[src/rtl/grid_pkg.sv]
// Shared constants, types and FSM encoding for the grid row serializer.
package grid_pkg;

  localparam int GRID_ROWS = 8;
  localparam int GRID_COLS = 8;
  localparam int GRID_W    = GRID_ROWS * GRID_COLS;

  typedef logic [GRID_COLS-1:0] row_t;
  typedef logic [GRID_W-1:0]    grid_t;

  typedef enum logic [1:0] {
    IDLE = 2'd0,
    SEND = 2'd1,
    GAP  = 2'd2
  } ser_state_t;

endpackage

[src/rtl/grid_row_popcount.sv]
// Combinational population count of one 8-bit grid row.
module row_popcount
  import grid_pkg::*;
(
  input  row_t       row,
  output logic [3:0] count
);

  always_comb begin
    count = '0;
    for (int i = 0; i < GRID_COLS; i++) begin
      count = count + 4'(row[i]);
    end
  end

endmodule

[src/rtl/grid_row_serializer.sv]
// Snapshots an 8x8 grid and streams it one row per valid/ready beat.
// Optional live-cell accumulator is enabled with GRID_POPCOUNT_EN.
module grid_row_serializer
  import grid_pkg::*;
#(
  parameter int ROWS       = GRID_ROWS,
  parameter int COLS       = GRID_COLS,
  parameter int GAP_CYCLES = 0
) (
  input  logic                     clk,
  input  logic                     reset,
  input  logic [ROWS*COLS-1:0]     grid_in,
  input  logic                     grid_load,
  input  logic                     row_ready,
  output logic                     row_valid,
  output logic [COLS-1:0]          row_data,
  output logic [$clog2(ROWS)-1:0]  row_idx,
  output logic                     frame_done,
  output logic                     busy,
  output logic                     load_dropped,
  output ser_state_t               state_dbg
`ifdef GRID_POPCOUNT_EN
  ,
  output logic [$clog2(ROWS*COLS+1)-1:0] live_count
`endif
);

  localparam int GAP_LOAD = (GAP_CYCLES > 0) ? GAP_CYCLES - 1 : 0;

  // Handshake: a row transfers on any rising edge where row_valid && row_ready.
  // While row_valid is high and row_ready low, row_data/row_idx stay stable.
  ser_state_t                     state, next_state;
  logic [ROWS-1:0][COLS-1:0]      snapshot;
  logic [3:0]                     gap_cnt;
  logic                           hs;
  logic                           last_row;
  logic                           start;

  assign row_valid = (state == SEND);
  assign busy      = (state != IDLE);
  assign row_data  = snapshot[row_idx];
  assign hs        = row_valid && row_ready;
  assign last_row  = (row_idx == ($clog2(ROWS))'(ROWS - 1));
  assign start     = (state == IDLE) && grid_load;
  assign state_dbg = state;

  always_comb begin
    next_state = state;
    case (state)
      IDLE: if (grid_load) next_state = SEND;
      SEND: begin
        if (hs) begin
          if (last_row)            next_state = IDLE;
          else if (GAP_CYCLES > 0) next_state = GAP;
          else                     next_state = SEND;
        end
      end
      GAP:  if (gap_cnt == 4'd0) next_state = SEND;
      default: next_state = IDLE;
    endcase
  end

  always_ff @(posedge clk) begin
    if (!reset) begin
      state        <= IDLE;
      snapshot     <= '0;
      row_idx      <= '0;
      gap_cnt      <= '0;
      frame_done   <= 1'b0;
      load_dropped <= 1'b0;
    end else begin
      state        <= next_state;
      frame_done   <= hs && last_row;
      load_dropped <= grid_load && busy;
      if (start) begin
        snapshot <= grid_in;
        row_idx  <= '0;
      end
      if (hs && !last_row) begin
        row_idx <= row_idx + 1'b1;
        gap_cnt <= 4'(GAP_LOAD);
      end else if (state == GAP && gap_cnt != 4'd0) begin
        gap_cnt <= gap_cnt - 4'd1;
      end
    end
  end

`ifdef GRID_POPCOUNT_EN
  logic [3:0]                         row_pop;
  logic [$clog2(ROWS*COLS+1)-1:0]     live_acc;

  row_popcount u_row_popcount (
    .row   (row_data),
    .count (row_pop)
  );

  // live_count only moves on frame completion, so an aborted frame never shows a partial total.
  always_ff @(posedge clk) begin
    if (!reset) begin
      live_acc   <= '0;
      live_count <= '0;
    end else begin
      if (start) begin
        live_acc <= '0;
      end else if (hs) begin
        live_acc <= live_acc + ($clog2(ROWS*COLS+1))'(row_pop);
      end
      if (hs && last_row) begin
        live_count <= live_acc + ($clog2(ROWS*COLS+1))'(row_pop);
      end
    end
  end
`endif

endmodule

[config.mk]
export PLATFORM = sky130hd
export DESIGN_NAME = grid_row_serializer
export DESIGN_NICKNAME = d
export VERILOG_FILES = /design/src/rtl/grid_pkg.sv /design/src/rtl/grid_row_popcount.sv /design/src/rtl/grid_row_serializer.sv
export SDC_FILE = /design/constraint.sdc
export NUM_CORES = 1
export LEC_CHECK = 0
export BUFFER_PORTS_ARGS = -buffer_cell sky130_fd_sc_hd__clkbuf_2
export CORE_MARGIN = 2
export CORE_UTILIZATION = 40
export DETAILED_ROUTE_END_ITERATION = 10
export PLACE_DENSITY = 0.7
export RECOVER_POWER = 100
export SLEW_MARGIN = 20
export SYNTH_ARGS = -nofsm -noshare
export SYNTH_HDL_FRONTEND = slang
export SYNTH_HIERARCHICAL = 1
export SYNTH_SLANG_ARGS = --single-unit
[constraint.sdc]
create_clock -name clk -period 4.4 [get_ports clk]
set_input_delay 0.22 -clock clk [delete_from_list [all_inputs] [get_ports clk]]
set_output_delay 0.22 -clock clk [all_outputs]
set_load 0.05 [all_outputs]
Yosys cells after proc, flatten, opt, wreduce, memory -nomap -nowiden
Cells that the tools add are included.

Reductions and logical operators: 14. Bitwise operators: 1. Muxes and demuxes: 9. Add/sub/neg operators: 2. Eq/ne operators: 6. Magnitude comparators: 1.

Operator list (number): binary-select mux 8 bit (select 3 bit) (1); two-way mux 8 bit (1); logical AND 1 bit (6); two-way mux 2 bit (3); two-way mux 3 bit (2); case mux 2 bit (3 select lines) (1); logical NOT 4 bit (1); < comparator 3 x 4 -> 1 bit, second input constant (1); != test 2 bit, second input constant (2); nonzero test 2 bit (2); nonzero test 4 bit (1); subtractor 4 x 1 -> 4 bit, second input constant (1); adder 3 x 1 -> 3 bit, second input constant (1); == test 3 bit, second input constant (1); AND reduction 3 bit (1); == test 2 x 1 -> 1 bit, second input constant (1); == test 2 bit, second input constant (1); logical NOT 2 bit (1); != test 2 x 1 -> 1 bit, second input constant (1); OR reduction 2 bit (1); logical NOT 1 bit (1); two-way mux 1 bit (1); inverter 1 bit (1).

Register bits after elaboration: 75. Output and inout port bits: 17. Bits of input ports: 68. Logic and storage cells: 46.

Logic depth before layout (Yosys ltp)
Gate-level depths: netlist of the first run.

Word-level depth: 4. Gate-level depth with buffers: 5. Mapped depth without buffers: 5.

Worst setup path before layout of the first run
Ideal clock, no wire load.

Path type: register to output. From: register row_idx[0]. To: output row_data[0]. Cell stages (with the launch flop): 5. Arrival time: 1.837 ns. Required time: 4.180 ns. Setup slack: 2.343 ns. Path through: dfxtp_1 buf_6 buf_12 mux4_2 mux2_4.

Cells in the longest elaborated chain, start to end: 2.

RTL lines: start, declared (line grid_row_serializer.sv:17) `output logic [$clog2(ROWS)-1:0] row_idx,`; start signal, assigned (line grid_row_serializer.sv:80) `row_idx <= row_idx + 1'b1;`; binary-select mux 8 bit (select 3 bit) (line grid_row_serializer.sv:41) `assign row_data = snapshot[row_idx];`; two-way mux 8 bit (implied by the code) (line grid_row_serializer.sv:41); end, declared (line grid_row_serializer.sv:16) `output logic [COLS-1:0] row_data,`.

Every way passes these cells. The select of a mux whose other input is x is not followed.

Final worst setup path of the first run
From: register row_idx[0]. To: output row_data[2].

Same word-level chain as after synthesis.

==> impl_table.tex, run 1 <==
\begin{tabular}{lr}
\hline
Metric & Value \\
\hline
\multicolumn{2}{l}{\textbf{Yosys}} \\
\quad Fraction of registers with async set or reset after synthesis & 0\% \\
\quad Share of the yosys chip area belonging to registers & 44.3\% \\
\quad Top-count cell post-synth & nand2\_1 \\
\quad Mean area per synthesized cell & 9.44 um2 \\
\quad Register bit total from synthesis & 70 \\
\quad Most area-hungry cell type in the Yosys netlist & dfxtp\_1 \\
\quad Syn nets & 405 \\
\quad Main area contributors after synthesis & dfxtp\_1, a21boi\_0, nand2\_1, mux4\_1, mux4\_2 \\
\quad Number of synthesis warnings & 6 \\
\quad Synth cell count leaders & nand2\_1, dfxtp\_1, a21boi\_0 \\
\quad Area of the mapped netlist & 0.00316 mm2 \\
\quad Number of distinct library cells after synthesis & 25 \\
\quad EDFF count, synth & 0 \\
\quad Most common flop cell mapped by yosys & dfxtp\_1 \\
\quad Synth top area share & 44.3\% \\
\quad Synthesized netlist cell count & 335 \\
\multicolumn{2}{l}{\textbf{Placement}} \\
\quad Area after detailed placement & 0.00358 mm2 \\
\quad Global placer's final weighted congestion & 0.750 \\
\quad Placed cells & 493 \\
\quad I/O Buffers & 83 \\
\quad HPWL reported at the end of detailed placement & 5230 um \\
\multicolumn{2}{l}{\textbf{Final layout}} \\
\quad ANT cells & 0 \\
\quad Layout Area Growth over Synthesis & 19.3\% \\
\quad Filler cells & 767 \\
\quad Number of standard cells in the final layout excluding fillers & 509 \\
\quad Share of post-route cells with drive strength above 1 & 25.3\% \\
\quad Final cell utilization of the core & 49.1\% \\
\quad Multi-input logic area & 0.00162 mm2 \\
\quad Layout Cell Area excl Fill & 0.00377 mm2 \\
\quad Nets & 472 \\
\quad Sequential cell area & 0.00140 mm2 \\
\multicolumn{2}{l}{\textbf{Floorplanning}} \\
\quad Top-level port count & 85 \\
\quad Row count & 32 \\
\quad Core Footprint & 0.00769 mm2 \\
\quad Die span in y & 92.9 um \\
\quad Chip width & 92.9 um \\
\quad Total die area & 0.00864 mm2 \\
\quad Starting density of the core & 41.1\% \\
\multicolumn{2}{l}{\textbf{Global routing}} \\
\quad Largest net degree at the start of global routing & 71 \\
\quad Antenna violations before repair & 0 \\
\quad Number of global-route vias before repair & 2,480 \\
\quad Total global routing track utilization & 17.7\% \\
\quad First-pass GRT wire length & 11,800 um \\
\quad Aggregate global routing overflow & 0 \\
\multicolumn{2}{l}{\textbf{Critical path}} \\
\quad Cell family with most CP delay & flip-flops \\
\quad Cell chain of the critical path & mux4\_1 > mux2\_4 > clkbuf\_1 \\
\quad CP Depth & 3 \\
\quad Max stage delay cell, worst path & dfxtp\_1 \\
\quad Crit-path max cell delay & 1030 ps \\
\quad Worst Path Max Fanout & 20 \\
\quad Kind of critical path & flop to output port \\
\quad Crit path DAT & 2620 ps \\
\quad Buffer and inverter count on the worst path & 1 \\
\quad Worst reg-to-reg path cell count & 5 \\
\quad Startpoint class of the critical path & flop \\
\quad Endpoint required time on the critical path & 4180 ps \\
\quad Worst reg2reg setup slack & 2320 ps \\
\quad Crit. End Element & output port \\
\multicolumn{2}{l}{\textbf{CTS}} \\
\quad Clock-pin slew on the worst setup and hold paths & 70 ps \\
\quad Post-CTS setup-driven buffer insertion count & 0 \\
\quad Insertion delay of the later-clocked pin in the worst-skew pair & 350 ps \\
\quad \# H-tree levels & 3 \\
\quad CTS root buffer & clkbuf\_8 \\
\quad Max Root-Sink Buffers & 2 \\
\quad Num CTS Buffers & 9 \\
\quad Number of gates resized after cts & 0 \\
\quad Clock sinks & 70 \\
\quad Post-CTS Hold Fix Bufs & 0 \\
\quad Clock tree from TritonCTS & built \\
\multicolumn{2}{l}{\textbf{Worst hold path}} \\
\quad Hold crit path type & input pin to flop \\
\quad Number of cells on the worst hold path & 3 \\
\multicolumn{2}{l}{\textbf{Route}} \\
\quad Wire length per cell & 14.2 um \\
\quad Vias per inst & 4.91 \\
\quad Via count & 2,499 \\
\quad Final WL & 7210 um \\
\quad Length of the first detailed-routing pass in iterations & 4 \\
\quad DR iter-0 viols & 97 \\
\quad Number of routed nets with antenna violations & 0 \\
\quad Number of remaining DRC errors & 0 \\
\multicolumn{2}{l}{\textbf{STA}} \\
\quad Portion of the clock cycle consumed by the worst path in the final layout & 64.6\% \\
\quad Clock tree skew after final layout & 10.0 ps \\
\quad Hold Violations, Final & 0 \\
\quad Setup repair after global routing missed its margin & false \\
\quad Final setup violating endpoints & 0 \\
\quad Final min period & 2840 ps \\
\quad Achievable clock frequency & 0.352 GHz \\
\quad Worst Max-Slew Pin Slew & 2280 ps \\
\quad Number of pins exceeding their max-slew limit in the final report & 71 \\
\quad Setup\_tns & 0 ps \\
\quad Relative slew slack & -51.7\% \\
\multicolumn{2}{l}{\textbf{Power}} \\
\quad VDD IR-drop max & 0.000165 V \\
\quad PwrDens & 378 mW/mm2 \\
\quad Leakage Power & 0.00155 uW \\
\multicolumn{2}{l}{\textbf{Status}} \\
\quad Failing checks & capacitance limit, slew limit \\
\quad Outcome & complete, but fails checks \\
\multicolumn{2}{l}{\textbf{Flow run}} \\
\quad Maximum Capacitance Violations & 1 \\
\hline
\end{tabular}
## through the flow
stage	hold slack, ps	setup slack (ps)	total power, uW
3_3_place_gp	455	2020	885
3_5_place_dp	461	1970	888
2_1_floorplan	358	2340	827
4_1_cts	89.6	1590	1450
5_1_grt	101	1410	1490
6_report	104	1560	1430
## area by class of cell
cell class | instances | share of cell area (%)
multi-input combinational | 236 | 42.9
sequential | 70 | 37.1
timing repair buffer | 85 | 10.9
clock buffer | 10 | 3.38
tap | 102 | 3.38
clock inverter | 6 | 2.29
## layer usage
metal	vias up	global-route usage [%]	part of all wire [%]
met5	-	0	0
met4	0	7.11	1.6
met3	10	4.15	4.0
met2	53	30.6	51
met1	1170	21.3	44
li1	1266	-	-
## cell usage in the layout (no fill, tap or decap), drive strengths merged, types with 2 or more instances in the layout
| master | n |
|---|---|
| a21boi | 66 |
| nand2 | 130 |
| nand3 | 3 |
| clkinv | 3 |
| dfxtp | 70 |
| mux4 | 16 |
| mux2 | 8 |
| bufinv | 2 |
| buf | 2 |
| clkbuf | 93 |
| and3 | 2 |
| ha | 2 |
## worst paths after layout
| kind | startpoint | end |
|---|---|---|
| worst max-delay path | row_idx[0] | row_data[2] |
| worst min-delay path | grid_in[15] | snapshot[15] |
| worst max register to register | row_idx[0] | row_idx[2] |
| worst min register to register | snapshot[15] | snapshot[15] |
## worst min-delay path: stages
cell and delay, ps:
clkbuf_2 80, nand2_1 40, a21boi_0 60
## registers in the layout, summed over array words and instances, names as in the netlist
| signal | flops |
|---|---|
| snapshot | 64 |
| row_idx | 3 |
| frame_done | 1 |
| load_dropped | 1 |
| state_dbg | 1 |
## cells by family (layout without fill, tap and decap cells)
| group | count (synthesis) | count (layout) | share of synthesized area, % |
|---|---|---|---|
| simple gates | 141 | 141 | 17.6 |
| flops | 70 | 70 | 44.3 |
| compound gates | 68 | 68 | 16.2 |
| buf+inv | 29 | 101 | 4.79 |
| mux | 24 | 24 | 16.1 |
| fa+ha+maj | 2 | 2 | 0.791 |
| other cells | 1 | 1 | 0.119 |
## power by group
group | switching (uW) | leakage, uW | internal, uW
clock network | 240 | 0.000106 | 318
registers | 25.4 | 0.000574 | 668
logic | 98.6 | 0.000865 | 77.6
Note: power is estimated with default switching activity, not from simulation.
==> run 2, diff against run 1 <==
PLACE_DENSITY = 0.72   (was 0.7)
clock period = 2.5 ns   (was 4.4 ns; I/O delays follow)
==> run 2 against run 1 <==
Against the previous run:
- the flow still finishes with violations (capacitance limit, slew limit)
- sequential share of layout area down 0.35 points
- design area up 0.96%
- clock power up 68%
- register-to-register slack worse by 1700 ps
- wire length up 5.1%
- die area unchanged
- worst hold slack worse by 94 ps
- critical path depth up 1
- critical path type unchanged
==> impl_table.tex, run 2 (synthesized netlist as in run 1, its figures left out) <==
\begin{tabular}{lr}
\hline
Metric & Value \\
\hline
\multicolumn{2}{l}{\textbf{Status}} \\
\quad Outcome & complete, but fails checks (unchanged) \\
\quad Failing checks & capacitance limit, slew limit (unchanged) \\
\multicolumn{2}{l}{\textbf{Worst hold path}} \\
\quad Hold crit path type & input pin to flop (unchanged) \\
\multicolumn{2}{l}{\textbf{Global routing}} \\
\quad Largest net degree at the start of global routing & 71 (unchanged) \\
\quad Antenna violations before repair & 0 (unchanged) \\
\quad Number of global-route vias before repair & 2,441 (was 2,480) \\
\quad Aggregate global routing overflow & 0 (unchanged) \\
\quad First-pass GRT wire length & 11,800 um (about the same) \\
\quad Total global routing track utilization & 18.2\% (was 17.7\%) \\
\multicolumn{2}{l}{\textbf{Critical path}} \\
\quad Max stage delay cell, worst path & dfxtp\_1 (unchanged) \\
\quad Worst setup path endpoint & row\_data[0] (was row\_data[2]) \\
\quad Cell family with most CP delay & multiplexers (was flip-flops) \\
\quad Crit-path max cell delay & 610 ps (was 1030 ps) \\
\quad Startpoint class of the critical path & flop (unchanged) \\
\quad Launching instance or port of the critical path & row\_idx[0] (unchanged) \\
\quad Crit Reg-Reg Startpoint & row\_idx[1] (was row\_idx[0]) \\
\quad Kind of critical path & flop to output port (unchanged) \\
\quad Endpoint required time on the critical path & 2380 ps (was 4180 ps) \\
\quad Cell chain of the critical path & buf\_12 > mux4\_1 > mux2\_4 > clkbuf\_2 (was mux4\_1 > mux2\_4 > clkbuf\_1) \\
\quad Worst reg2reg setup slack & 620 ps (was 2320 ps) \\
\quad Worst Path Max Fanout & 13 (was 20) \\
\quad Worst reg-to-reg path cell count & 5 (unchanged) \\
\quad Crit path DAT & 2270 ps (was 2620 ps) \\
\quad CP Depth & 4 (was 3) \\
\quad Buffer and inverter count on the worst path & 2 (was 1) \\
\quad Terminus of the critical flop-to-flop path & row\_idx[0] (was row\_idx[2]) \\
\quad Crit. End Element & output port (unchanged) \\
\multicolumn{2}{l}{\textbf{Floorplanning}} \\
\quad Chip width & 92.9 um (unchanged) \\
\quad Row count & 32 (unchanged) \\
\quad Total die area & 0.00864 mm2 (unchanged) \\
\quad Starting density of the core & 41.1\% (unchanged) \\
\quad Core Footprint & 0.00769 mm2 (unchanged) \\
\quad Die span in y & 92.9 um (unchanged) \\
\quad Top-level port count & 85 (unchanged) \\
\multicolumn{2}{l}{\textbf{CTS}} \\
\quad \# H-tree levels & 3 (unchanged) \\
\quad Clock sinks & 70 (unchanged) \\
\quad Post-CTS setup-driven buffer insertion count & 0 (unchanged) \\
\quad Clock-pin slew on the worst setup and hold paths & 70 ps (about the same) \\
\quad Insertion delay of the later-clocked pin in the worst-skew pair & 340 ps (was 350 ps) \\
\quad Num CTS Buffers & 9 (unchanged) \\
\quad Number of gates resized after cts & 0 (unchanged) \\
\quad Clock tree from TritonCTS & built (unchanged) \\
\quad CTS root buffer & clkbuf\_8 (unchanged) \\
\quad Max Root-Sink Buffers & 2 (unchanged) \\
\quad Post-CTS Hold Fix Bufs & 0 (unchanged) \\
\multicolumn{2}{l}{\textbf{Placement}} \\
\quad Global placer's final weighted congestion & 0.804 (was 0.750) \\
\quad HPWL reported at the end of detailed placement & 5540 um (was 5230 um) \\
\quad Setup Slack @ Placement & 471 ps (was 1970 ps) \\
\quad Placed cells & 494 (was 493) \\
\quad I/O Buffers & 83 (unchanged) \\
\multicolumn{2}{l}{\textbf{Final layout}} \\
\quad ANT cells & 0 (unchanged) \\
\quad Layout Area Growth over Synthesis & 20.5\% (was 19.3\%) \\
\quad Share of post-route cells with drive strength above 1 & 26.5\% (was 25.3\%) \\
\quad Nets & 473 (was 472) \\
\quad Leading cell types in the layout, fill and taps excluded & nand2\_1, clkbuf\_2, dfxtp\_1 (was nand2\_1, dfxtp\_1, clkbuf\_2) \\
\quad Register with the most flip-flops & snapshot (unchanged) \\
\quad Largest regs & snapshot: 64 flops, row\_idx: 3 flops (unchanged) \\
\quad Number of standard cells in the final layout excluding fillers & 509 (unchanged) \\
\quad Max FFs per register & 64 (unchanged) \\
\quad Most frequent standard cell in the layout excluding fill and tap cells & nand2\_1 (unchanged) \\
\quad Final cell utilization of the core & 49.6\% (was 49.1\%) \\
\multicolumn{2}{l}{\textbf{Power}} \\
\quad PwrDens & 652 mW/mm2 (was 378 mW/mm2) \\
\quad VDD IR-drop max & 0.000331 V (was 0.000165 V) \\
\quad Leakage Power & 0.00158 uW (was 0.00155 uW) \\
\multicolumn{2}{l}{\textbf{STA}} \\
\quad Number of pins exceeding their max-slew limit in the final report & 71 (unchanged) \\
\quad Portion of the clock cycle consumed by the worst path in the final layout & 95.7\% \\
\quad Final WS setup & 108 ps (was 1560 ps) \\
\quad Setup repair after global routing missed its margin & false (unchanged) \\
\quad Final min period & 2390 ps \\
\quad Relative slew slack & -51.9\% (was -51.7\%) \\
\quad Clock tree skew after final layout & 5.04 ps (was 10.0 ps) \\
\quad Setup\_tns & 0 ps (unchanged) \\
\quad Final hold slack & 10.2 ps (was 104 ps) \\
\quad Achievable clock frequency & 0.418 GHz \\
\quad Worst Max-Slew Pin Slew & 2280 ps (about the same) \\
\quad Hold Violations, Final & 0 (unchanged) \\
\quad Final setup violating endpoints & 0 (unchanged) \\
\multicolumn{2}{l}{\textbf{Route}} \\
\quad Number of remaining DRC errors & 0 (unchanged) \\
\quad Final WL & 7580 um (was 7210 um) \\
\quad Via count & 2,522 (was 2,499) \\
\quad Wire length per cell & 14.9 um (was 14.2 um) \\
\quad Number of routed nets with antenna violations & 0 (unchanged) \\
\quad Length of the first detailed-routing pass in iterations & 4 (unchanged) \\
\quad Vias per inst & 4.95 (was 4.91) \\
\quad DR iter-0 viols & 112 (was 97) \\
\multicolumn{2}{l}{\textbf{Flow run}} \\
\quad Maximum Capacitance Violations & 1 (unchanged) \\
\hline
\end{tabular}
-- run 2: cell count changes in the layout (fill, tap and decap cells not counted), moves of 3 or more --
cell      previous run  this run
clkbuf_2            67        74
clkbuf_8             9        12
clkbuf_1            17         9
mux2_4               8         5
mux2_1               0         3
buf_12               0         3
-- run 2: per-stage QoR --
| stage | instance area, um2 | total power (uW) |
|---|---|---|
| 2_1_floorplan | 3160 | 1460 |
| 3_3_place_gp | 3620 | 1560 |
| 3_5_place_dp | 3620 | 1570 |
| 4_1_cts | 3830 | 2510 |
| 5_1_grt | 3810 | 2580 |
| 6_report | 3810 | 2480 |
-- run 2: power by group --
part / leakage, uW / switching, uW / internal [uW]
Combinational: 0.000905 / 178 / 145
Sequential: 0.000574 / 44.0 / 1180
Clock: 0.000104 / 405 / 535
-- run 2: routing by layer --
metal	part of all wire (%)	global-route usage, %	vias to the layer above
li1	-	-	1264
met1	40	20.2	1179
met2	53	32.9	67
met3	5.2	4.64	12
met4	1.8	7.35	0
met5	0	0	-
-- run 2: worst reg2reg max path, stage by stage, from the launching register on --
cell      delay [ps]
dfxtp_1          570
ha_1             330
ha_1             210
nand3b_1         230
and3_2           250
o21a_1           180
-- run 2: layout make-up --
class	count	area, um2
timing repair buffer	86	464
clock inverter	3	42.5
sequential	70	1400
fill	738	3880
tap	102	128
clock buffer	12	165
multi-input combinational	236	1610
-- run 2: worst min path at each step --
stage           startpoint      endpoint  cells past startpoint
6_report       grid_in[15]  snapshot[15]                      3
5_1_grt         grid_in[6]   snapshot[6]                      3
4_1_cts        grid_in[35]  snapshot[35]                      3
3_5_place_dp   grid_in[35]  snapshot[35]                      3
3_3_place_gp   grid_in[38]  snapshot[38]                      3
2_1_floorplan    grid_load  state_dbg[0]                      1
